File: config.mk
export PLATFORM = sky130hd
export DESIGN_NAME = counter_arb_ctrl
export DESIGN_NICKNAME = d
export VERILOG_FILES = /design/src/rtl/counter_arb_pkg.sv /design/src/rtl/counter_arb_ctrl_rr_arbiter4.sv /design/src/rtl/counter_arb_ctrl.sv
export SDC_FILE = /design/constraint.sdc
export NUM_CORES = 1
export LEC_CHECK = 0
export CAP_MARGIN = 10
export CORE_MARGIN = 3
export CORE_UTILIZATION = 48
export CTS_BUF_LIST = sky130_fd_sc_hd__clkbuf_4 sky130_fd_sc_hd__clkbuf_8
export DETAILED_ROUTE_END_ITERATION = 8
export PLACE_DENSITY = 0.83
export SKIP_LAST_GASP = 1
export SYNTH_ARGS = -nofsm -noshare
export SYNTH_HDL_FRONTEND = slang
export SYNTH_SLANG_ARGS = --single-unit
File: constraint.sdc
create_clock -name clk -period 2.99 [get_ports clk]
set_input_delay 0.598 -clock clk [delete_from_list [all_inputs] [get_ports clk]]
set_output_delay 0.598 -clock clk [all_outputs]
set_load 0.02 [all_outputs]
File: src/rtl/counter_arb_pkg.sv
// Shared constants, FSM state encoding and one-hot helper for the
// counter arbiter block.
package counter_arb_pkg;

  localparam int NUM_REQ       = 4;
  localparam int IDX_W         = 2;
  localparam int CNT_W_DEFAULT = 4;

  typedef enum logic [1:0] {
    IDLE   = 2'd0,
    GRANT  = 2'd1,
    UPDATE = 2'd2
  } state_t;

  function automatic logic [NUM_REQ-1:0] onehot(input logic [IDX_W-1:0] idx);
    logic [NUM_REQ-1:0] v;
    v      = '0;
    v[idx] = 1'b1;
    return v;
  endfunction

endpackage

File: src/rtl/counter_arb_ctrl_rr_arbiter4.sv
// Combinational round-robin winner selection over four requesters; the
// search starts one past the previous winner.
module rr_arbiter4
  import counter_arb_pkg::*;
(
  input  logic [NUM_REQ-1:0] req,
  input  logic [IDX_W-1:0]   last_winner,
  output logic [IDX_W-1:0]   winner,
  output logic               valid
);

  logic [IDX_W-1:0] idx;

  always_comb begin
    winner = last_winner;
    valid  = 1'b0;
    idx    = '0;
    // Offset NUM_REQ wraps back to last_winner, so it is checked last.
    for (int k = 1; k <= NUM_REQ; k++) begin
      idx = last_winner + IDX_W'(k);
      if (!valid && req[idx]) begin
        winner = idx;
        valid  = 1'b1;
      end
    end
  end

endmodule

File: src/rtl/counter_arb_ctrl.sv
// Four per-requester counters sharing one ripple-carry incrementer under a
// round-robin IDLE/GRANT/UPDATE FSM. Define CNT_SATURATE_EN to hold at all-ones.
module counter_arb_ctrl
  import counter_arb_pkg::*;
#(
  parameter int CNT_W = CNT_W_DEFAULT
) (
  input  logic                     clk,
  input  logic                     reset_n,
  input  logic [NUM_REQ-1:0]       req,
  output logic [NUM_REQ-1:0]       gnt,
  output logic [NUM_REQ-1:0]       done,
  output logic [NUM_REQ*CNT_W-1:0] count,
  output logic [NUM_REQ-1:0]       wrap,
  output logic                     busy
);

  state_t           state_reg, state_next;
  logic [IDX_W-1:0] winner_reg, winner_next;
  logic [IDX_W-1:0] last_winner_reg;
  logic             wrap_reg;

  logic [IDX_W-1:0] arb_winner;
  logic             arb_valid;

  logic [CNT_W-1:0] add_a, add_sum, cnt_wr;
  logic [CNT_W:0]   carry;
  logic             commit;

  rr_arbiter4 u_arb (
    .req         (req),
    .last_winner (last_winner_reg),
    .winner      (arb_winner),
    .valid       (arb_valid)
  );

  // Single shared incrementer, operand muxed from the current winner.
  assign add_a    = count[int'(winner_reg)*CNT_W +: CNT_W];
  assign carry[0] = 1'b1;

  generate
    for (genvar gi = 0; gi < CNT_W; gi++) begin : g_inc
      assign add_sum[gi]   = add_a[gi] ^ carry[gi];
      assign carry[gi+1]   = add_a[gi] & carry[gi];
    end
  endgenerate

`ifdef CNT_SATURATE_EN
  assign cnt_wr = carry[CNT_W] ? add_a : add_sum;
`else
  assign cnt_wr = add_sum;
`endif

  // Count is written on the GRANT->UPDATE edge so it is visible during UPDATE.
  assign commit = (state_reg == GRANT) && req[winner_reg];

  generate
    for (genvar gi = 0; gi < NUM_REQ; gi++) begin : g_cnt
      logic [CNT_W-1:0] cnt_reg;
      always_ff @(posedge clk or negedge reset_n) begin
        if (!reset_n)
          cnt_reg <= '0;
        else if (commit && (winner_reg == IDX_W'(gi)))
          cnt_reg <= cnt_wr;
      end
      assign count[gi*CNT_W +: CNT_W] = cnt_reg;
    end
  endgenerate

  always_ff @(posedge clk or negedge reset_n) begin
    if (!reset_n) begin
      state_reg       <= IDLE;
      winner_reg      <= '0;
      last_winner_reg <= IDX_W'(NUM_REQ - 1);
      wrap_reg        <= 1'b0;
    end else begin
      state_reg  <= state_next;
      winner_reg <= winner_next;
      if (commit)
        wrap_reg <= carry[CNT_W];
      if (state_reg == UPDATE)
        last_winner_reg <= winner_reg;
    end
  end

  always_comb begin
    state_next  = state_reg;
    winner_next = winner_reg;
    gnt         = '0;
    done        = '0;
    wrap        = '0;
    busy        = (state_reg != IDLE);
    case (state_reg)
      IDLE: begin
        if (arb_valid) begin
          winner_next = arb_winner;
          state_next  = GRANT;
        end
      end
      GRANT: begin
        gnt        = onehot(winner_reg);
        state_next = req[winner_reg] ? UPDATE : IDLE;
      end
      UPDATE: begin
        done       = onehot(winner_reg);
        wrap       = wrap_reg ? onehot(winner_reg) : '0;
        state_next = IDLE;
      end
      default: state_next = IDLE;
    endcase
  end

endmodule

== Word-level counts from Yosys, hierarchy flattened ==
Index checks and enable logic that the tools add are counted.

* Div/mod/pow operators: 0
* Magnitude comparators: 6
* Shift operators: 1
* $add $sub $neg: 3
* Bitwise operators: 7
* Muxes and demuxes: 27
* Equality and inequality tests: 6
* Reductions and logical operators: 16
* Multiply operators: 0

{| class="wikitable"
|+ Operators with widths
! operator !! number
|-
| two-way mux 4 bit || 4
|-
| variable part select 16 x 5 -> 4 bit || 1
|-
| < comparator 2 x 3 -> 1 bit (second input constant) || 5
|-
| two-way mux 2 bit || 6
|-
| binary-select mux 1 bit (select 2 bit) || 5
|-
| two-way mux 1 bit || 10
|-
| logical AND 1 bit || 9
|-
| equality test 2 bit (second input constant) || 3
|-
| adder 2 bit (second input constant) || 2
|-
| equality test 2 x 1 -> 1 bit (second input constant) || 2
|-
| zero test 2 bit || 2
|-
| case mux 2 bit (2 select lines) || 1
|-
| bitwise AND 1 bit || 3
|-
| zero test 1 bit || 3
|-
| bitwise XOR 1 bit || 3
|-
| adder 2 x 1 -> 2 bit (second input constant) || 1
|-
| demux 1 bit (select 2 bit) || 1
|-
| >= comparator 2 x 1 -> 1 bit (second input constant) || 1
|-
| != test 2 bit (second input constant) || 1
|-
| AND reduction 2 bit || 1
|-
| nonzero test 2 bit || 1
|-
| inverter 1 bit || 1
|}

* Bits in read-only memories: 0
* Memories kept: 0
* Logic and storage cells: 74
* Bits in latches: 0
* Output and inout port bits: 29
* Input bits: 6
* Bits in writable memories: 0
* Bits in registers: 23

== Depth between registers and ports, before layout ==
* Word-level depth: 15
* Mapped depth: 6
* Mapped depth without buffers: 5

== Hierarchy ==
A second synthesis with hierarchy kept.

* Cell total of the unflattened synthesis: 101
* Area total of the unflattened synthesis: 1241.2 sq um

{| class="wikitable"
|+ By module, submodules not included
! module !! instances !! cells each !! seq. area each (sq um) !! area an instance (sq um)
|-
| counter_arb_ctrl || 1 || 87 || 578.1 || 1158.6
|-
| rr_arbiter4 || 1 || 14 || 0.0 || 82.6
|}

== Worst setup path before layout ==
OpenSTA, ideal clock, no wires.

* Path type: flip-flop to flip-flop
* Start point: register winner_reg[0]
* End point: register g_cnt[2].cnt_reg[3]
* Path slack: 0.756 ns
* Stages on the path, launching flop included: 7
* Period minus slack after synthesis: 2.234 ns
* Arrival: 2.107 ns
* Path buffers: 1
* Required time: 2.862 ns
* Setup time: 0.128 ns
* Path through: dfrtp_1 -> buf_2 -> mux4_1 -> ha_1 -> ha_1 -> ha_1 -> mux2_1

* Longest elaborated chain between the ends: 4
* Elaborated cells on any way between the ends: 9
* Classes of those cells: eq/ne: 1; shift: 1; mux: 2; bitwise: 3; reduce/logical: 2

{| class="wikitable"
|+ RTL lines
! item !! RTL line !! text
|-
| start: declaration || counter_arb_ctrl.sv:19 || <nowiki>logic [IDX_W-1:0] winner_reg, winner_next;</nowiki>
|-
| start signal: assignment || counter_arb_ctrl.sv:78 || <nowiki>winner_reg <= winner_next;</nowiki>
|-
| variable part select 16 x 5 -> 4 bit * || counter_arb_ctrl.sv:38 || <nowiki>assign add_a = count[int'(winner_reg)*CNT_W +: CNT_W];</nowiki>
|-
| bitwise AND 1 bit (2 in series) || counter_arb_ctrl.sv:44 || <nowiki>assign carry[gi+1] = add_a[gi] & carry[gi];</nowiki>
|-
| bitwise XOR 1 bit * || counter_arb_ctrl.sv:43 || <nowiki>assign add_sum[gi] = add_a[gi] ^ carry[gi];</nowiki>
|-
| named net add_sum[3] || counter_arb_ctrl.sv:26 || <nowiki>logic [CNT_W-1:0] add_a, add_sum, cnt_wr;</nowiki>
|-
| end signal: assignment || counter_arb_ctrl.sv:64 || <nowiki>cnt_reg <= cnt_wr;</nowiki>
|-
| end: declaration || counter_arb_ctrl.sv:59 || <nowiki>logic [CNT_W-1:0] cnt_reg;</nowiki>
|}

The timed path passes the listed nets; every way through them passes the cells marked *. The select of a mux whose other input is x is not followed.
A chain may end at the register's enable or synchronous reset.

== Worst setup path in the final report ==
* Start point: register winner_reg[1]
* End point: output done[1]

* Longest elaborated chain between the ends: 5
* Elaborated cells on any way between the ends: 6
* Classes of those cells: order compare: 2; mux: 3; reduce/logical: 1

{| class="wikitable"
|+ RTL lines
! item !! RTL line !! text
|-
| < comparator 2 x 3 -> 1 bit (implied by the code) / >= comparator 2 x 1 -> 1 bit (equally long branches) || counter_arb_pkg.sv:18 || <nowiki>v[idx] = 1'b1;</nowiki>
|-
| logical AND 1 bit (implied by the code) || counter_arb_pkg.sv:18 ||
|-
| two-way mux 1 bit (implied by the code) || counter_arb_pkg.sv:18 ||
|-
| demux 1 bit (select 2 bit) * || counter_arb_pkg.sv:18 ||
|-
| two-way mux 4 bit * || counter_arb_ctrl.sv:93 || <nowiki>case (state_reg)</nowiki>
|-
| end: declaration || counter_arb_ctrl.sv:12 || <nowiki>output logic [NUM_REQ-1:0] done,</nowiki>
|}

Mark *: on every way between the ends. The rest lies on a longest branch, timed or not.

==> results.tsv <==
stage	metric	value	unit
grt	GRT met1 Usage	0.242	
timing	Rel. slew slack	0.699	
timing	clk_skew	0.00723	ns
clock_network	Post-CTS Resized	0	
final_layout	Nets	146	
worst_hold_path	Hold Path Class	flop to flop	
timing	fin crit share	0.844	
floorplan	starting density of the core	0.521	
timing	Final min period	2.52	ns
worst_setup_path	CP arrival	1.93	ns
grt	initial antenna violation count	0	
synth	synth warn	0	
timing	final hold viol count	0	
synth	cell area after synthesis	1200	um2
drt	routed vias	949	
clock_network	CTS tree	done	
grt	largest net degree at the start of global routing	24	
clock_network	maximum level of the CTS H-tree	1	
synth	Synth Area in XOR/XNOR	0	
power	Power Total	1.73	mW
grt	met3 Resource Use GR	0.0325	
synth	post-synthesis mux area share	0.250	
placed_design	placed cells	160	
synth	flops & latches, synth	23	
clock_network	Hold Buf Count CTS	0	
run	total of max-cap violations	0	
final_layout	Area Overhead vs Synth	33.1	%
drt	Starting DRT DRC Count	24	
placed_design	dpl hpwl	2.20	mm
grt	first-pass GRT wire length	4.86	mm
grt	met2 Use GR	0.361	
final_layout	most frequent cells in the layout	clkdlybuf4s50_1, dfrtp_1, nor2_1	
floorplan	FP Rows	17	
synth	Post-Synthesis Cells	100	
power	Leakage	0.703	nW
synth	main combinational cell family by area after synthesis	multiplexers	
clock_network	CTS root buf	clkbuf_4	
synth	Seq/Total Area, Yosys	0.483	
floorplan	Die Span Y	55.9	um
grt	global routing's busiest layer	met2	
synth	compound-gate portion of the synthesized area	0.0637	
floorplan	core area	2300	um2
timing	Least-Margin Pin Slew	0.452	ns
drt	Wirelength per Cell	17.6	um
clock_network	total CTS buffers	3	
floorplan	I/O pins	35	
clock_network	CTS sink cnt	23	
power	PD cells	1080	nW/um2
drt	drt pass-1 iters	4	
timing	Final Slew Violations	0	
timing	Fmax	0.396	GHz
synth	Syn Nets	109	
worst_setup_path	Crit Path Class	flop to primary output	
final_layout	Largest register FFs	16	
placed_design	number of port buffers	34	
worst_setup_path	Setup crit start kind	flop	
outcome	status	finished clean	
worst_setup_path	Worst EP required	2.39	ns
clock_network	post-CTS setup buffer count	0	
floorplan	die area	3130	um2
timing	RSZ-0062 raised after global routing	false	
clock_network	Worst-Skew Late Latency	0.32	ns
drt	Post-Route WL	2.89	mm
placed_design	routability cong.	0.807	
final_layout	Post-Layout Cell Count	164	
synth	mean post-synth cell area	12.0	um2
grt	vias in the first global route	978	
synth	simple-gate area share of the yosys netlist	0.143	
drt	DR vias/cell	5.79	
grt	GRT Total Usage	0.201	
timing	setup TNS	0	ns
grt	GR Overflow Total	0	
synth	Yosys cell types	32	
power	VDD IR max	0.686	mV
drt	drc violations	0	
final_layout	antenna cell count	0	
timing	setup violators final	0	
final_layout	share of cells above drive strength 1	0.140	
final_layout	fill count	175	
worst_setup_path	crit path capture type	primary output	
floorplan	Die W	55.9	um
synth	Adder-Cell Fraction of Synth Area	0.0313	
drt	Detail Route Antenna Nets	0	
clock_network	Clk pin slew, worst setup/hold paths	0.12	ns
worst_setup_path	worst-path maximum fanout	12	
clock_network	Max clock buf depth	2	
final_layout	commonest non-fill, non-tap cell in the layout	clkdlybuf4s50_1	
metal layers:
metal  share of wire  wire, um
met5               0         0
met4           0.015        44
met3           0.067       192
met2            0.50      1450
met1            0.41      1200
per-stage QoR:
step           utilization  worst slack [ns]  hold slack (ns)  area, um2
4_1_cts              0.694             0.444            0.539       1590
2_1_floorplan            -             0.756            0.302       1200
5_1_grt              0.694             0.347            0.554       1590
3_5_place_dp         0.681             0.742            0.506       1560
6_report             0.694             0.467            0.531       1590
3_3_place_gp         0.681             0.781            0.499       1560
synthesized netlist by cell type:
| cell | n | share of area |
|---|---|---|
| a211oi_1 | 1 | 0.0063 |
| or3_1 | 2 | 0.010 |
| nand2_1 | 8 | 0.025 |
| clkbuf_1 | 2 | 0.0063 |
| ha_1 | 3 | 0.031 |
| o22a_1 | 1 | 0.0073 |
| nand3b_1 | 1 | 0.0063 |
| nor2b_1 | 1 | 0.0052 |
| a22oi_1 | 1 | 0.0063 |
| nand3_1 | 1 | 0.0042 |
| mux4_1 | 4 | 0.088 |
| inv_1 | 3 | 0.0094 |
| dfrtp_1 | 21 | 0.44 |
| o32ai_1 | 1 | 0.0073 |
| mux2_2 | 7 | 0.066 |
| o21ai_0 | 7 | 0.029 |
| nor3_1 | 3 | 0.013 |
| mux4_2 | 1 | 0.019 |
| mux2i_1 | 1 | 0.0084 |
| nand4_1 | 1 | 0.0052 |
| buf_6 | 1 | 0.0094 |
| dfstp_2 | 2 | 0.044 |
| mux2_4 | 1 | 0.013 |
| mux2_1 | 6 | 0.056 |
| buf_2 | 1 | 0.0042 |
| o221ai_1 | 1 | 0.0073 |
| and2_4 | 1 | 0.0073 |
| nor4_1 | 1 | 0.0052 |
| nor3b_1 | 1 | 0.0063 |
| nor2_1 | 11 | 0.034 |
| nand2b_1 | 3 | 0.016 |
| or2_2 | 1 | 0.0052 |
worst max-delay path, cell delays in order, from the launching register on:
cell,delay (ns)
dfrtp_1,0.56
inv_1,0.20
nand2_1,0.11
nor2_1,0.11
clkdlybuf4s50_1,0.62
worst paths after layout:
check	from	to	slack, ns	depth (start not counted)
setup / recovery	winner_reg[1]	done[1]	0.47	4
hold / removal	g_cnt[3].cnt_reg[2]	g_cnt[3].cnt_reg[2]	0.53	1
setup reg to reg	winner_reg[0]	g_cnt[3].cnt_reg[3]	0.74	5
hold reg to reg	g_cnt[3].cnt_reg[2]	g_cnt[3].cnt_reg[2]	0.53	1
max in group asynchronous	reset_n	last_winner_reg[0]	2.10	2
min in group asynchronous	reset_n	state_reg[0]	0.62	2
area by class of cell:
cell class	instances	area [um2]	area share
well taps	28	35.0	0.0220
multi-input cells	70	584	0.367
inverters	3	11.3	0.00706
clock buffers	4	30.0	0.0188
flip-flops and latches	23	578	0.363
repair buffers	36	355	0.223
cell families (layout without fill, tap and decap cells):
logic type      count (synthesis)  in the layout
flops                          23             23
buf+inv                         7             43
fa+ha+maj                       3              3
mux                            20             20
simple gates                   35             35
compound gates                 12             12
power breakdown:
group,total [mW],internal [mW],switching [mW]
logic,0.979,0.485,0.494
registers,0.594,0.454,0.140
clock network,0.153,0.0613,0.0919
total,1.73,1.00,0.726
Note: power is estimated with default switching activity, not from simulation.
